$ cat config.mk
export PLATFORM = sky130hd
export DESIGN_NAME = id_ex_stage_flat
export DESIGN_NICKNAME = d
export VERILOG_FILES = /design/src/rtl/cpu_pkg.sv /design/src/rtl/id_ex_stage_if.sv /design/src/rtl/id_ex_stage_hazard_detect.sv /design/src/rtl/id_ex_stage.sv /design/src/flat_wrapper.sv
export SDC_FILE = /design/constraint.sdc
export NUM_CORES = 1
export LEC_CHECK = 0
export ABC_AREA = 1
export CELL_PAD_IN_SITES_DETAIL_PLACEMENT = 0
export CELL_PAD_IN_SITES_GLOBAL_PLACEMENT = 1
export CORE_MARGIN = 2
export CORE_UTILIZATION = 33
export DETAILED_ROUTE_END_ITERATION = 8
export PLACE_DENSITY = 0.95
export SYNTH_ARGS = -nofsm -noshare
export SYNTH_HDL_FRONTEND = slang
export SYNTH_HIERARCHICAL = 1
export SYNTH_SLANG_ARGS = --single-unit
export TNS_END_PERCENT = 100
$ cat constraint.sdc
create_clock -name clk_i -period 4.3 [get_ports clk_i]
set_input_delay 0.86 -clock clk_i [delete_from_list [all_inputs] [get_ports clk_i]]
set_output_delay 0.86 -clock clk_i [all_outputs]
set_load 0.02 [all_outputs]
$ cat src/rtl/cpu_pkg.sv
// cpu_pkg: control-word layout, ALUOp encodings and bubble constant shared by the pipeline.
package cpu_pkg;
  localparam int CTRL_W = 7;
  localparam int CTRL_REGWRITE = 6;
  localparam int CTRL_MEMTOREG = 5;
  localparam int CTRL_MEMREAD = 4;
  localparam int CTRL_MEMWRITE = 3;
  localparam int CTRL_ALUSRC = 2;
  localparam int CTRL_ALUOP_HI = 1;
  localparam int CTRL_ALUOP_LO = 0;
  typedef enum logic [1:0] {
    ALUOP_LDST   = 2'b00,
    ALUOP_BRANCH = 2'b01,
    ALUOP_RTYPE  = 2'b10,
    ALUOP_ITYPE  = 2'b11
  } aluop_e;
  localparam logic [CTRL_W-1:0] CTRL_BUBBLE = '0;
endpackage

$ cat src/rtl/id_ex_stage_if.sv
// id_ex_stage_if: ID-side inputs and EX-side outputs of the ID/EX register.
interface id_ex_stage_if
  import cpu_pkg::*;
#(
  parameter int XLEN = 32,
  parameter int REG_AW = 5,
  parameter int CNT_W = 32
);
  logic              stall_i;
  logic              flush_i;
  logic              id_valid_i;
  logic [CTRL_W-1:0] id_ctrl_i;
  logic [XLEN-1:0]   id_rs1_data_i;
  logic [XLEN-1:0]   id_rs2_data_i;
  logic [XLEN-1:0]   id_imm_i;
  logic [9:0]        id_funct_i;
  logic [REG_AW-1:0] id_rs1_i;
  logic [REG_AW-1:0] id_rs2_i;
  logic [REG_AW-1:0] id_rd_i;
  logic              ex_valid_o;
  logic [CTRL_W-1:0] ex_ctrl_o;
  logic [XLEN-1:0]   ex_rs1_data_o;
  logic [XLEN-1:0]   ex_rs2_data_o;
  logic [XLEN-1:0]   ex_imm_o;
  logic [9:0]        ex_funct_o;
  logic [REG_AW-1:0] ex_rs1_o;
  logic [REG_AW-1:0] ex_rs2_o;
  logic [REG_AW-1:0] ex_rd_o;
  logic              hazard_stall_o;
  logic [CNT_W-1:0]  bubble_cnt_o;
  modport master (
    output stall_i, flush_i, id_valid_i, id_ctrl_i, id_rs1_data_i, id_rs2_data_i,
           id_imm_i, id_funct_i, id_rs1_i, id_rs2_i, id_rd_i,
    input  ex_valid_o, ex_ctrl_o, ex_rs1_data_o, ex_rs2_data_o, ex_imm_o, ex_funct_o,
           ex_rs1_o, ex_rs2_o, ex_rd_o, hazard_stall_o, bubble_cnt_o
  );
  modport slave (
    input  stall_i, flush_i, id_valid_i, id_ctrl_i, id_rs1_data_i, id_rs2_data_i,
           id_imm_i, id_funct_i, id_rs1_i, id_rs2_i, id_rd_i,
    output ex_valid_o, ex_ctrl_o, ex_rs1_data_o, ex_rs2_data_o, ex_imm_o, ex_funct_o,
           ex_rs1_o, ex_rs2_o, ex_rd_o, hazard_stall_o, bubble_cnt_o
  );
endinterface

$ cat src/rtl/id_ex_stage_hazard_detect.sv
// hazard_detect: load-use comparator; also usable by PC / IF-ID hold logic.
module hazard_detect #(
  parameter int REG_AW = 5
) (
  input  logic              i_ex_valid,
  input  logic              i_ex_memread,
  input  logic [REG_AW-1:0] i_ex_rd,
  input  logic              i_id_valid,
  input  logic [REG_AW-1:0] i_id_rs1,
  input  logic [REG_AW-1:0] i_id_rs2,
  input  logic              i_stall,
  input  logic              i_flush,
  output logic              o_hazard
);
  logic w_match;
  assign w_match  = (i_ex_rd != '0) && ((i_ex_rd == i_id_rs1) || (i_ex_rd == i_id_rs2));
  // Flush and stall both suppress the hold request: flush discards ID anyway, stall freezes all.
  assign o_hazard = i_ex_valid && i_ex_memread && i_id_valid && w_match && !i_flush && !i_stall;
endmodule

$ cat src/rtl/id_ex_stage.sv
// id_ex_stage: ID/EX pipeline register with load-use bubble insertion and bubble counter.
module id_ex_stage
  import cpu_pkg::*;
#(
  parameter int XLEN = 32,
  parameter int REG_AW = 5,
  parameter int CNT_W = 32
) (
  input logic          clk_i,
  input logic          rst_i,
  id_ex_stage_if.slave bus
);
  logic              r_valid;
  logic [CTRL_W-1:0] r_ctrl;
  logic [XLEN-1:0]   r_rs1_data;
  logic [XLEN-1:0]   r_rs2_data;
  logic [XLEN-1:0]   r_imm;
  logic [9:0]        r_funct;
  logic [REG_AW-1:0] r_rs1;
  logic [REG_AW-1:0] r_rs2;
  logic [REG_AW-1:0] r_rd;
  logic [CNT_W-1:0]  r_cnt;
  logic              w_hazard;
  hazard_detect #(.REG_AW(REG_AW)) u_hazard (
    .i_ex_valid  (r_valid),
    .i_ex_memread(r_ctrl[CTRL_MEMREAD]),
    .i_ex_rd     (r_rd),
    .i_id_valid  (bus.id_valid_i),
    .i_id_rs1    (bus.id_rs1_i),
    .i_id_rs2    (bus.id_rs2_i),
    .i_stall     (bus.stall_i),
    .i_flush     (bus.flush_i),
    .o_hazard    (w_hazard)
  );
  always_ff @(posedge clk_i or negedge rst_i) begin
    if (!rst_i) begin
      r_valid    <= 1'b0;
      r_ctrl     <= CTRL_BUBBLE;
      r_rs1_data <= '0;
      r_rs2_data <= '0;
      r_imm      <= '0;
      r_funct    <= '0;
      r_rs1      <= '0;
      r_rs2      <= '0;
      r_rd       <= '0;
      r_cnt      <= '0;
    end else if (!bus.stall_i) begin
      if (bus.flush_i || w_hazard) begin
        r_valid    <= 1'b0;
        r_ctrl     <= CTRL_BUBBLE;
        r_rs1_data <= '0;
        r_rs2_data <= '0;
        r_imm      <= '0;
        r_funct    <= '0;
        r_rs1      <= '0;
        r_rs2      <= '0;
        r_rd       <= '0;
        r_cnt      <= w_hazard ? r_cnt + 1'b1 : r_cnt;
      end else begin
        r_valid    <= bus.id_valid_i;
        r_ctrl     <= bus.id_valid_i ? bus.id_ctrl_i : CTRL_BUBBLE;
        r_rs1_data <= bus.id_rs1_data_i;
        r_rs2_data <= bus.id_rs2_data_i;
        r_imm      <= bus.id_imm_i;
        r_funct    <= bus.id_funct_i;
        r_rs1      <= bus.id_rs1_i;
        r_rs2      <= bus.id_rs2_i;
        r_rd       <= bus.id_rd_i;
      end
    end
  end
  assign bus.ex_valid_o     = r_valid;
  assign bus.ex_ctrl_o      = r_ctrl;
  assign bus.ex_rs1_data_o  = r_rs1_data;
  assign bus.ex_rs2_data_o  = r_rs2_data;
  assign bus.ex_imm_o       = r_imm;
  assign bus.ex_funct_o     = r_funct;
  assign bus.ex_rs1_o       = r_rs1;
  assign bus.ex_rs2_o       = r_rs2;
  assign bus.ex_rd_o        = r_rd;
  assign bus.hazard_stall_o = w_hazard;
  assign bus.bubble_cnt_o   = r_cnt;
endmodule

$ cat src/flat_wrapper.sv
// flat-port wrapper written by rule: the top's interface ports become plain ports
module id_ex_stage_flat import cpu_pkg::*;
#(
  parameter int XLEN = 32,
  parameter int REG_AW = 5,
  parameter int CNT_W = 32
)
  (clk_i, rst_i, bus_stall_i, bus_flush_i, bus_id_valid_i, bus_id_ctrl_i, bus_id_rs1_data_i, bus_id_rs2_data_i, bus_id_imm_i, bus_id_funct_i, bus_id_rs1_i, bus_id_rs2_i, bus_id_rd_i, bus_ex_valid_o, bus_ex_ctrl_o, bus_ex_rs1_data_o, bus_ex_rs2_data_o, bus_ex_imm_o, bus_ex_funct_o, bus_ex_rs1_o, bus_ex_rs2_o, bus_ex_rd_o, bus_hazard_stall_o, bus_bubble_cnt_o);
  id_ex_stage_if #(.XLEN(XLEN), .REG_AW(REG_AW), .CNT_W(CNT_W)) bus_i ();
  input logic clk_i;
  input logic rst_i;
  input wire logic [$bits(bus_i.stall_i)-1:0] bus_stall_i;
  input wire logic [$bits(bus_i.flush_i)-1:0] bus_flush_i;
  input wire logic [$bits(bus_i.id_valid_i)-1:0] bus_id_valid_i;
  input wire logic [$bits(bus_i.id_ctrl_i)-1:0] bus_id_ctrl_i;
  input wire logic [$bits(bus_i.id_rs1_data_i)-1:0] bus_id_rs1_data_i;
  input wire logic [$bits(bus_i.id_rs2_data_i)-1:0] bus_id_rs2_data_i;
  input wire logic [$bits(bus_i.id_imm_i)-1:0] bus_id_imm_i;
  input wire logic [$bits(bus_i.id_funct_i)-1:0] bus_id_funct_i;
  input wire logic [$bits(bus_i.id_rs1_i)-1:0] bus_id_rs1_i;
  input wire logic [$bits(bus_i.id_rs2_i)-1:0] bus_id_rs2_i;
  input wire logic [$bits(bus_i.id_rd_i)-1:0] bus_id_rd_i;
  output wire logic [$bits(bus_i.ex_valid_o)-1:0] bus_ex_valid_o;
  output wire logic [$bits(bus_i.ex_ctrl_o)-1:0] bus_ex_ctrl_o;
  output wire logic [$bits(bus_i.ex_rs1_data_o)-1:0] bus_ex_rs1_data_o;
  output wire logic [$bits(bus_i.ex_rs2_data_o)-1:0] bus_ex_rs2_data_o;
  output wire logic [$bits(bus_i.ex_imm_o)-1:0] bus_ex_imm_o;
  output wire logic [$bits(bus_i.ex_funct_o)-1:0] bus_ex_funct_o;
  output wire logic [$bits(bus_i.ex_rs1_o)-1:0] bus_ex_rs1_o;
  output wire logic [$bits(bus_i.ex_rs2_o)-1:0] bus_ex_rs2_o;
  output wire logic [$bits(bus_i.ex_rd_o)-1:0] bus_ex_rd_o;
  output wire logic [$bits(bus_i.hazard_stall_o)-1:0] bus_hazard_stall_o;
  output wire logic [$bits(bus_i.bubble_cnt_o)-1:0] bus_bubble_cnt_o;
  assign bus_i.stall_i = bus_stall_i;
  assign bus_i.flush_i = bus_flush_i;
  assign bus_i.id_valid_i = bus_id_valid_i;
  assign bus_i.id_ctrl_i = bus_id_ctrl_i;
  assign bus_i.id_rs1_data_i = bus_id_rs1_data_i;
  assign bus_i.id_rs2_data_i = bus_id_rs2_data_i;
  assign bus_i.id_imm_i = bus_id_imm_i;
  assign bus_i.id_funct_i = bus_id_funct_i;
  assign bus_i.id_rs1_i = bus_id_rs1_i;
  assign bus_i.id_rs2_i = bus_id_rs2_i;
  assign bus_i.id_rd_i = bus_id_rd_i;
  assign bus_ex_valid_o = bus_i.ex_valid_o;
  assign bus_ex_ctrl_o = bus_i.ex_ctrl_o;
  assign bus_ex_rs1_data_o = bus_i.ex_rs1_data_o;
  assign bus_ex_rs2_data_o = bus_i.ex_rs2_data_o;
  assign bus_ex_imm_o = bus_i.ex_imm_o;
  assign bus_ex_funct_o = bus_i.ex_funct_o;
  assign bus_ex_rs1_o = bus_i.ex_rs1_o;
  assign bus_ex_rs2_o = bus_i.ex_rs2_o;
  assign bus_ex_rd_o = bus_i.ex_rd_o;
  assign bus_hazard_stall_o = bus_i.hazard_stall_o;
  assign bus_bubble_cnt_o = bus_i.bubble_cnt_o;
  id_ex_stage #(.XLEN(XLEN), .REG_AW(REG_AW), .CNT_W(CNT_W)) u_core (.clk_i(clk_i), .rst_i(rst_i), .bus(bus_i));
endmodule
==> metrics, run 1 <==
Synth Instances 829; YS warnings 6; GRT Overall Usage a little under a fifth; leakage approximately 5.3 nW; starting density of the core 33.57%; skew final 0.01335 ns; Flop pwr share between 40% and 50%; drt total wl 21.52 mm; Max Clk Rate 0.2840 GHz; Longest Clk Path Bufs 2; Gate power share 16.3%; clock transition time at the flip-flop clock pins of the worst setup and hold paths 0.06 ns; Tcrit/Tclk final 81.88%; Setup TNS Final 0 ns; Overflow after GRT 0; # port buffers 294; worst path cell trace clkdlybuf4s50_1 > nand2_1 > inv_1 > nor2_1 > nor2_1 > nand3_1 > a21oi_2 > clkdlybuf4s50_1; syn avg cell area 8.485 µm²; CTS resizes 0; placed wire-length estimate 14.87 mm; crit-path max FO 3; Metal-1 WL approximately 9 mm; Clock power frac 42.0%; placed cells 1364; Via Count around 6500; Root Driver clkbuf_16; CP max stage delay 0.66 ns; critical path launch point type input pin; Switching Power 1.062 mW; vias in the first global route 6431; drt wl/cell 15.41 µm; WP data required 3.44 ns; Worst Path Class, Setup input pin to output port; number of vias per cell between 4 and 5; commonest non-fill, non-tap cell in the layout nand2_1; Top Layer Used met4; pwr dens 365.4 nW/µm²; Die ar. 22500 µm²; initial antenna violation count 0; Post-Syn Area 7034 µm²; Top delay family on crit path buffers and inverters; Sink Count 161; Crit-path slowest cell clkdlybuf4s50_1; RSZ-0062 raised after global routing false; fin crit period approximately 3.5 ns; Slew headroom 28.71%; status completed; syn nets just under 1000; Final #Nets 1242; Seq/Total Area, Yosys 57.27%; Num CTS Buffers 17; CTS H-tree depth 4; cts hold-fix bufs 0; met3 routed WL 1.759 mm; final hold viol count 0; FP Rows 53; global-route wire length before repair 33.15 mm; worst path bufs/invs 3; worst vdd ir 0.2294 mV; Arr. time, crit path 2.66 ns; Worst R2R Setup Slack 1.90 ns; fraction of layout cells with a size suffix above 1 5.620%; Top Ports 295; antenna viol nets, final 0; area grow syn2layout 54.87%; core footprint approximately 21000 µm²; Setup crit end kind output port; 1st-pass router iterations 5; met2 WL 10.38 mm; CTS tree done; Yosys reg bits 161; DRC viols 0; final setup fails 0; max cap viols 0; Final Power between 3 and 4 mW; die height ~150 µm; Final Max Tran Viols 0; final estimated routing congestion in global placement around 0.86; HP Class register to register; worst-skew pair later-pin latency 0.42 ns; ant diodes 0; Cell variety after synth 26; hold slack 0.4770 ns; die width 150 µm; Iteration-0 DRC Markers 359; Non-Filler Instances 1396; internal power 2.918 mW; actual slew at the worst max-slew pin 1.069 ns; largest net degree at the start of global routing about 100; Post-CTS Setup Bufs 0; most frequent cells in the layout 343 x nand2_1, 292 x clkdlybuf4s50_1, 161 x dfrtp_1, 140 x nand3_1, 43 x inv_1; Switching Share 26.69%
-- per-stage QoR --
| step | util, % | instance area [µm²] | setup slack [ns] |
|---|---|---|---|
| floorplan | - | 7034 | 1.901 |
| global placement | 48.90 | 10250 | 0.7949 |
| detailed placement | 48.90 | 10250 | 0.8064 |
| CTS | 51.99 | 10890 | 0.7979 |
| global route | 51.99 | 10890 | 0.6908 |
| finish | 51.99 | 10890 | 0.7790 |
-- cell families (layout without fill, tap and decap cells) --
family / after synthesis / after routing / share of synthesized area [%]
xor+xnor: 20 / 20 / 2.490
buf+inv: 85 / 377 / 4.749
fa+ha+maj: 1 / 1 / 0.1778
compound gates: 10 / 10 / 0.7648
flops: 161 / 161 / 57.27
simple gates: 552 / 552 / 34.54
-- path summary, 6_finish.rpt --
check | startpoint | endpoint | cells past startpoint
min | u_core/bus.ex_rs2_data_o[28]$_DFFE_PN0N_ | u_core/bus.ex_rs2_data_o[28]$_DFFE_PN0N_ | 2
max in group asynchronous | rst_i | u_core/bus.ex_rs2_o[0]$_DFFE_PN0N_ | 2
min reg2reg | u_core/bus.ex_rs2_data_o[28]$_DFFE_PN0N_ | u_core/bus.ex_rs2_data_o[28]$_DFFE_PN0N_ | 2
max | bus_id_rs1_i[0] | bus_hazard_stall_o | 8
max reg2reg | u_core/bus.ex_rd_o[1]$_DFFE_PN0N_ | u_core/bus.bubble_cnt_o[26]$_DFFE_PN0P_ | 12
min in group asynchronous | rst_i | u_core/bus.ex_funct_o[4]$_DFFE_PN0N_ | 1
-- power groups by stage --
stage / clock network [mW] / logic [mW] / registers (mW)
global route: 1.78 / 0.700 / 1.67
detailed placement: 0 / 0.656 / 1.69
global placement: 0 / 0.652 / 1.69
finish: 1.67 / 0.648 / 1.66
floorplan: 0 / 0.141 / 1.80
CTS: 1.71 / 0.658 / 1.66
-- flip-flops by register name, summed over array words and instances, names as in the netlist --
signal                    count
u_core/bus.ex_imm_o          32
u_core/bus.ex_rs2_o           5
u_core/bus.ex_rs1_data_o     32
u_core/bus.bubble_cnt_o      32
u_core/bus.ex_ctrl_o          7
u_core/bus.ex_rs2_data_o     32
u_core/bus.ex_valid_o         1
u_core/bus.ex_funct_o        10
u_core/bus.ex_rs1_o           5
u_core/bus.ex_rd_o            5
-- area by class of cell --
class | count | area [µm²]
sequential | 161 | 4029
fill | 1959 | 10060
inverter | 45 | 171.4
timing repair buffer | 300 | 3024
clock buffer | 17 | 425.4
multi-input combinational | 583 | 2679
tap | 275 | 344.1
clock inverter | 15 | 221.5
-- cells in the mapped netlist --
cell type  instances  area share [%]
nand4_1            5            0.44
nor2_1            34             1.8
and2_1             1           0.089
nand2_4            2            0.32
xnor2_1           11             1.4
nand3b_1           7            0.75
nand2_2            1           0.089
nand3_1          140              10
nand2_1          343              18
buf_2             12            0.85
inv_2              2            0.11
buf_1              7            0.37
nor2_2             4            0.36
nor3_1             2            0.14
clkbuf_1          21             1.1
o21ai_0            9            0.64
dfrtp_1          161              57
nand3_4            2            0.50
ha_1               1            0.18
nor2_4             6            0.96
xor2_1             9             1.1
inv_1             43             2.3
nor3b_1            1            0.11
a21oi_2            1            0.12
nand3_2            3            0.43
nor2_8             1            0.28
-- metal layers --
layer	GRT usage [%]	up-vias
li1	-	3173
met1	23.20	3084
met2	31.48	221
met3	5.305	20
met4	6.321	0
met5	0	-
-- worst min-delay path, delay by kind of cell (launching register included) --
family / cells / cell delay (ns)
flip-flops: 1 / 0.34
AND/OR/NAND/NOR: 2 / 0.11
Note: power is estimated with default switching activity, not from simulation.
==> run 2: changes to the inputs <==
--- a/config.mk
+++ b/config.mk
@@ -9,9 +9,9 @@
 export CELL_PAD_IN_SITES_DETAIL_PLACEMENT = 0
 export CELL_PAD_IN_SITES_GLOBAL_PLACEMENT = 1
 export CORE_MARGIN = 2
-export CORE_UTILIZATION = 33
+export CORE_UTILIZATION = 31
 export DETAILED_ROUTE_END_ITERATION = 8
-export PLACE_DENSITY = 0.95
+export PLACE_DENSITY = 0.9
 export SYNTH_ARGS = -nofsm -noshare
 export SYNTH_HDL_FRONTEND = slang
 export SYNTH_HIERARCHICAL = 1
==> constraint.sdc (replaced) <==
create_clock -name clk_i -period 3.7 [get_ports clk_i]
set_input_delay 0.74 -clock clk_i [delete_from_list [all_inputs] [get_ports clk_i]]
set_output_delay 0.74 -clock clk_i [all_outputs]
set_load 0.02 [all_outputs]
==> run 2 against run 1 <==
Sequential power increased by 16%. Worst setup slack lost 0.33 ns. Register-to-register slack worse by 0.48 ns. Wire length is 1.5% higher. Final cell count up 1.1%. Critical path depth unchanged. Clock skew increased by 0.00063 ns. Via count is 0.25% higher. Combinational power grew 17%. Critical endpoint unchanged. Highest routed layer unchanged.
==> metrics, run 2 (synthesized netlist as in run 1, its figures left out) <==
most frequent cells in the layout 343 x nand2_1, 292 x clkdlybuf4s50_1, 161 x dfrtp_1, 140 x nand3_1, 43 x inv_1; Crit-path slowest cell clkdlybuf4s50_1; die height 154.6 µm (+3.1%); # port buffers 294 (unchanged); Post-CTS Setup Bufs 0 (unchanged); number of vias per cell 4.613 (-0.89%); GRT Overall Usage 18.22% (-0.53 points); antenna viol nets, final 0 (unchanged); fraction of layout cells with a size suffix above 1 6.039% (+0.42 points); Flop pwr share 43.6% (+1.9 points); Non-Filler Instances 1412 (+1.1%); Via Count 6514 (+0.25%); initial antenna violation count 1 (+1); worst path bufs/invs 3 (unchanged); fin crit period 3.249 ns; Switching Share 28.79% (+2.1 points); drt wl/cell 15.46 µm (+0.31%); cts hold-fix bufs 0 (unchanged); placed wire-length estimate 15.37 mm (+3.4%); die width 154.6 µm (+3.1%); Top Ports 295 (unchanged); Slew headroom 41.43% (+13 points); 1st-pass router iterations 5 (unchanged); pwr dens 407.7 nW/µm² (+12%); Overflow after GRT 0 (unchanged); commonest non-fill, non-tap cell in the layout nand2_1; CTS resizes 0 (unchanged); CTS tree done; RSZ-0062 raised after global routing false; Setup crit end kind output port; Worst Path Class, Setup input pin to output port; final hold viol count 0 (unchanged); max cap viols 0 (unchanged); core footprint 22430 µm² (+7.1%); actual slew at the worst max-slew pin 0.8786 ns (-0.1908 ns); status completed; Tcrit/Tclk final 87.80%; Num CTS Buffers 17 (unchanged); CP max stage delay 0.67 ns (about the same); Setup TNS Final 0 ns (unchanged); global-route wire length before repair 34.58 mm (+4.3%); WP data required 2.96 ns (-0.48 ns); CTS H-tree depth 4 (unchanged); clock transition time at the flip-flop clock pins of the worst setup and hold paths 0.07 ns (about the same); worst vdd ir 0.2522 mV (+9.9%); Final #Nets 1247 (+0.40%); final setup fails 0 (unchanged); Sink Count 161 (unchanged); Iteration-0 DRC Markers 501 (+40%); largest net degree at the start of global routing 86 (-17%); drt total wl 21.83 mm (+1.5%); Top delay family on crit path buffers and inverters; final estimated routing congestion in global placement 0.8262 (-3.7%); area grow syn2layout 54.45%; Longest Clk Path Bufs 2 (unchanged); worst-skew pair later-pin latency 0.42 ns (about the same); Root Driver clkbuf_16; starting density of the core 31.36% (-2.2 points); critical path launch point type input pin; Arr. time, crit path 2.51 ns (-0.15 ns); Gate power share 17.1% (+0.8 points); Switching Power 1.275 mW (+20%); FP Rows 55 (+3.8%); Worst R2R Setup Slack 1.42 ns (-0.48 ns); vias in the first global route 6540 (+1.7%); internal power 3.154 mW (+8.1%); Max Clk Rate 0.3078 GHz; crit-path max FO 3 (unchanged); worst path cell trace clkdlybuf4s50_1 > inv_1 > nand2_1 > nand2_1 > nor2_1 > nand3_1 > a21oi_2 > clkdlybuf4s50_1; Die ar. 23910 µm² (+6.3%); skew final 0.01398 ns (+0.0006299 ns); Clock power frac 39.4% (-2.6 points); placed cells 1379 (+1.1%); leakage 5.244 nW (-0.23%); HP Class input pin to asynchronous set/reset pin; DRC viols 0 (unchanged); Final Max Tran Viols 0 (unchanged)
-- run 2: stage by stage --
step	area [µm²]	hold slack (ns)	utilization, %	power [mW]	setup WS [ns]
after floorplan	7034	0.4444	-	2.257	1.421
after global placement	10280	0.4618	45.85	2.720	0.4366
after detailed placement	10280	0.4638	45.85	2.728	0.4244
after CTS	10860	0.3689	48.42	4.500	0.4069
after global routing	10860	0.3890	48.43	4.639	0.3256
final	10860	0.3494	48.43	4.429	0.4512
-- run 2: cell type report --
class | count | area [µm²]
diodes | 1 | 2.502
multi-input cells | 583 | 2679
repair buffers | 305 | 3049
clock buffers | 18 | 439.2
well taps | 285 | 356.6
clock inverters | 14 | 137.6
fillers | 2138 | 11570
flip-flops and latches | 161 | 4029
inverters | 45 | 171.4
-- run 2: power by group through the flow --
stage	registers [mW]	clock network, mW	logic, mW
2_1_floorplan	2.09	0	0.164
3_3_place_gp	1.96	0	0.761
3_5_place_dp	1.96	0	0.765
4_1_cts	1.93	1.80	0.767
5_1_grt	1.94	1.88	0.815
6_report	1.93	1.74	0.757
-- run 2: routing by layer --
metal	share of wire, %	GRT usage, %	vias to the layer above
met5	0	0	-
met4	3.7	7.848	0
met3	5.6	4.455	47
met2	46	29.76	222
met1	44	23.10	3059
li1	-	-	3186
-- run 2: path summary, 6_finish.rpt --
kind                                                      from                                      end  depth (start not counted)
min reg2reg                u_core/bus.ex_imm_o[21]$_DFFE_PN0N_      u_core/bus.ex_imm_o[21]$_DFFE_PN0N_                          2
max in group asynchronous                                rst_i   u_core/bus.bubble_cnt_o[4]$_DFFE_PN0P_                          2
max                                            bus_id_rs2_i[1]                       bus_hazard_stall_o                          8
min in group clk_i         u_core/bus.ex_imm_o[21]$_DFFE_PN0N_      u_core/bus.ex_imm_o[21]$_DFFE_PN0N_                          2
min                                                      rst_i  u_core/bus.ex_rs1_data_o[1]$_DFFE_PN0N_                          1
max reg2reg                  u_core/bus.ex_rd_o[4]$_DFFE_PN0N_  u_core/bus.bubble_cnt_o[26]$_DFFE_PN0P_                         14
==> run 3: changes to the inputs <==
--- a/config.mk
+++ b/config.mk
@@ -12,6 +12,7 @@
 export CORE_UTILIZATION = 31
 export DETAILED_ROUTE_END_ITERATION = 8
 export PLACE_DENSITY = 0.9
+export RECOVER_POWER = 100
 export SYNTH_ARGS = -nofsm -noshare
 export SYNTH_HDL_FRONTEND = slang
 export SYNTH_HIERARCHICAL = 1
==> run 3 against run 2 <==
The run now ends with max-capacitance violations, max-slew violations left. Wire length is 0.30% lower. Utilization shrank 0.61 points. Register-to-register slack got worse by 0.57 ns. Critical path type unchanged. Worst setup slack got worse by 0.11 ns. Critical endpoint unchanged.
==> metrics, run 3 (synthesized netlist as in run 1, its figures left out) <==
status finished with violations; failing checks max-capacitance violations, max-slew violations; # port buffers 294 (unchanged); commonest non-fill, non-tap cell in the layout nand2_1; Switching Power 1.269 mW (-0.47%); placed cells 1379 (unchanged); Crit-path slowest cell clkdlybuf4s50_1; Sink Count 161 (unchanged); CTS tree done; WP data required 2.96 ns (about the same); most frequent cells in the layout 346 x nand2_1, 162 x dlygate4sd3_1, 161 x dfrtp_1, 145 x nand3_1, 130 x clkdlybuf4s50_1; Overflow after GRT 0 (unchanged); Non-Filler Instances 1412 (unchanged); skew final 0.01387 ns (-0.0001116 ns); internal power 3.111 mW (-1.4%); worst-skew pair later-pin latency 0.42 ns (about the same); Num CTS Buffers 17 (unchanged); crit-path max FO 3 (unchanged); global-route wire length before repair 34.58 mm (unchanged); Flop pwr share 43.9% (+0.3 points); max cap viols 1 (+1); HP Start u_core/bus.ex_imm_o[21]$_DFFE_PN0N_; CP max stage delay 0.70 ns (+0.03 ns); final setup fails 0 (unchanged); actual slew at the worst max-slew pin 2.016 ns (+1.138 ns); fin crit period 3.358 ns (+0.1089 ns); RSZ-0062 raised after global routing false; Post-CTS Setup Bufs 0 (unchanged); Top Ports 295 (unchanged); Root Driver clkbuf_16; Longest Clk Path Bufs 2 (unchanged); Fill cells 2167 (+1.4%); Tcrit/Tclk final 90.75% (+2.9 points); Worst Path Class, Setup input pin to output port; area grow syn2layout 52.49%; CTS resizes 0 (unchanged); largest net degree at the start of global routing 86 (unchanged); Gate power share 16.3% (-0.8 points); final estimated routing congestion in global placement 0.8262 (unchanged); Setup crit end kind output port; GRT Overall Usage 18.22% (unchanged); placed wire-length estimate 15.37 mm (unchanged); register area 4029 µm² (unchanged); vias in the first global route 6540 (unchanged); Iteration-0 DRC Markers 508 (+1.4%); die height 154.6 µm (unchanged); antenna viol nets, final 0 (unchanged); worst vdd ir 0.2494 mV (-1.1%); FP Rows 55 (unchanged); Switching Share 28.97% (+0.19 points); worst path bufs/invs 3 (unchanged); initial antenna violation count 1 (unchanged); fraction of layout cells with a size suffix above 1 4.352% (-1.7 points); DRC viols 0 (unchanged); number of vias per cell 4.638 (+0.54%); core footprint 22430 µm² (unchanged); Clock power frac 39.8% (+0.4 points); leakage 5.568 nW (+6.2%); starting density of the core 31.36% (unchanged); 1st-pass router iterations 6 (+1); CTS H-tree depth 4 (unchanged); die width 154.6 µm (unchanged); Multi-input gate area 2577 µm² (-3.8%); Arr. time, crit path 2.62 ns (+0.11 ns); CP most frequent cell nand2_1; Top delay family on crit path buffers and inverters; cts hold-fix bufs 0 (unchanged); Final Power 4.380 mW (-1.1%); HP Class register to register; final hold viol count 0 (unchanged); Max Clk Rate 0.2978 GHz (-3.2%); drt total wl 21.76 mm (-0.30%); Setup TNS Final 0 ns (unchanged); Final Max Tran Viols 78 (+78); Final #Nets 1247 (unchanged); Die ar. 23910 µm² (unchanged); Via Count 6549 (+0.54%); clock transition time at the flip-flop clock pins of the worst setup and hold paths 0.06 ns (about the same); worst flop-to-flop path startpoint u_core/bus.ex_rd_o[4]$_DFFE_PN0N_; critical path launch point type input pin; drt wl/cell 15.41 µm (-0.30%); crit path from bus_id_rs2_i[2]; hold slack 0.4712 ns (+0.1218 ns); worst path cell trace dlygate4sd3_1 > inv_1 > nand2_1 > nand2_1 > nor2_1 > nand3_1 > a21oi_1 > clkdlybuf4s50_1; Slew headroom -34.41% (-76 points); pwr dens 408.3 nW/µm² (+0.16%)
==> run 3: worst paths after layout <==
| path | depth (start not counted) | endpoint | slack, ns |
|---|---|---|---|
| setup / recovery | 8 | bus_hazard_stall_o | 0.34 |
| hold / removal | 2 | u_core/bus.ex_imm_o[21]$_DFFE_PN0N_ | 0.47 |
| setup reg to reg | 14 | u_core/bus.bubble_cnt_o[26]$_DFFE_PN0P_ | 0.85 |
| hold reg to reg | 2 | u_core/bus.ex_imm_o[21]$_DFFE_PN0N_ | 0.47 |
| max in group asynchronous | 2 | u_core/bus.ex_imm_o[15]$_DFFE_PN0N_ | 1.09 |
| min in group asynchronous | 1 | u_core/bus.ex_rs1_data_o[16]$_DFFE_PN0N_ | 0.87 |
==> run 3: worst min-delay path: stages (launching register included) <==
cell and delay, ns:
dfrtp_1 0.33, nand2_1 0.05, nand2_1 0.06
==> run 3: stage by stage <==
| step | setup slack [ns] | instance area (µm²) | utilization [%] |
|---|---|---|---|
| floorplan | 1.421 | 7034 | - |
| global placement | 0.4366 | 10280 | 45.85 |
| detailed placement | 0.4244 | 10280 | 45.85 |
| CTS | 0.4069 | 10860 | 48.42 |
| global route | 0.1710 | 10730 | 47.81 |
| finish | 0.3424 | 10730 | 47.81 |
==> run 3: power by group through the flow <==
stage | clock network, mW | registers [mW] | logic, mW
6_report | 1.74 | 1.92 | 0.713
5_1_grt | 1.88 | 1.94 | 0.772
4_1_cts | 1.80 | 1.93 | 0.767
3_5_place_dp | 0 | 1.96 | 0.765
3_3_place_gp | 0 | 1.96 | 0.761
2_1_floorplan | 0 | 2.09 | 0.164
==> run 3: final cells by class <==
type / count / share of cell area, %
Inverter: 45 / 1.598
Clock buffer: 18 / 4.094
Multi-Input combinational cell: 583 / 24.03
Clock inverter: 14 / 1.283
Sequential cell: 161 / 37.56
Timing Repair Buffer: 305 / 28.09
Tap cell: 285 / 3.324
Antenna cell: 1 / 0.02333
==> run 3: metal layers <==
metal / vias to the layer above / part of all wire, % / routed length, µm / global-route usage (%)
li1: 3193 / - / - / -
met1: 3052 / 44 / 9545 / 23.10
met4: 0 / 3.6 / 794 / 7.848
met2: 257 / 46 / 10080 / 29.76
met5: - / 0 / 0 / 0
met3: 47 / 6.2 / 1349 / 4.455
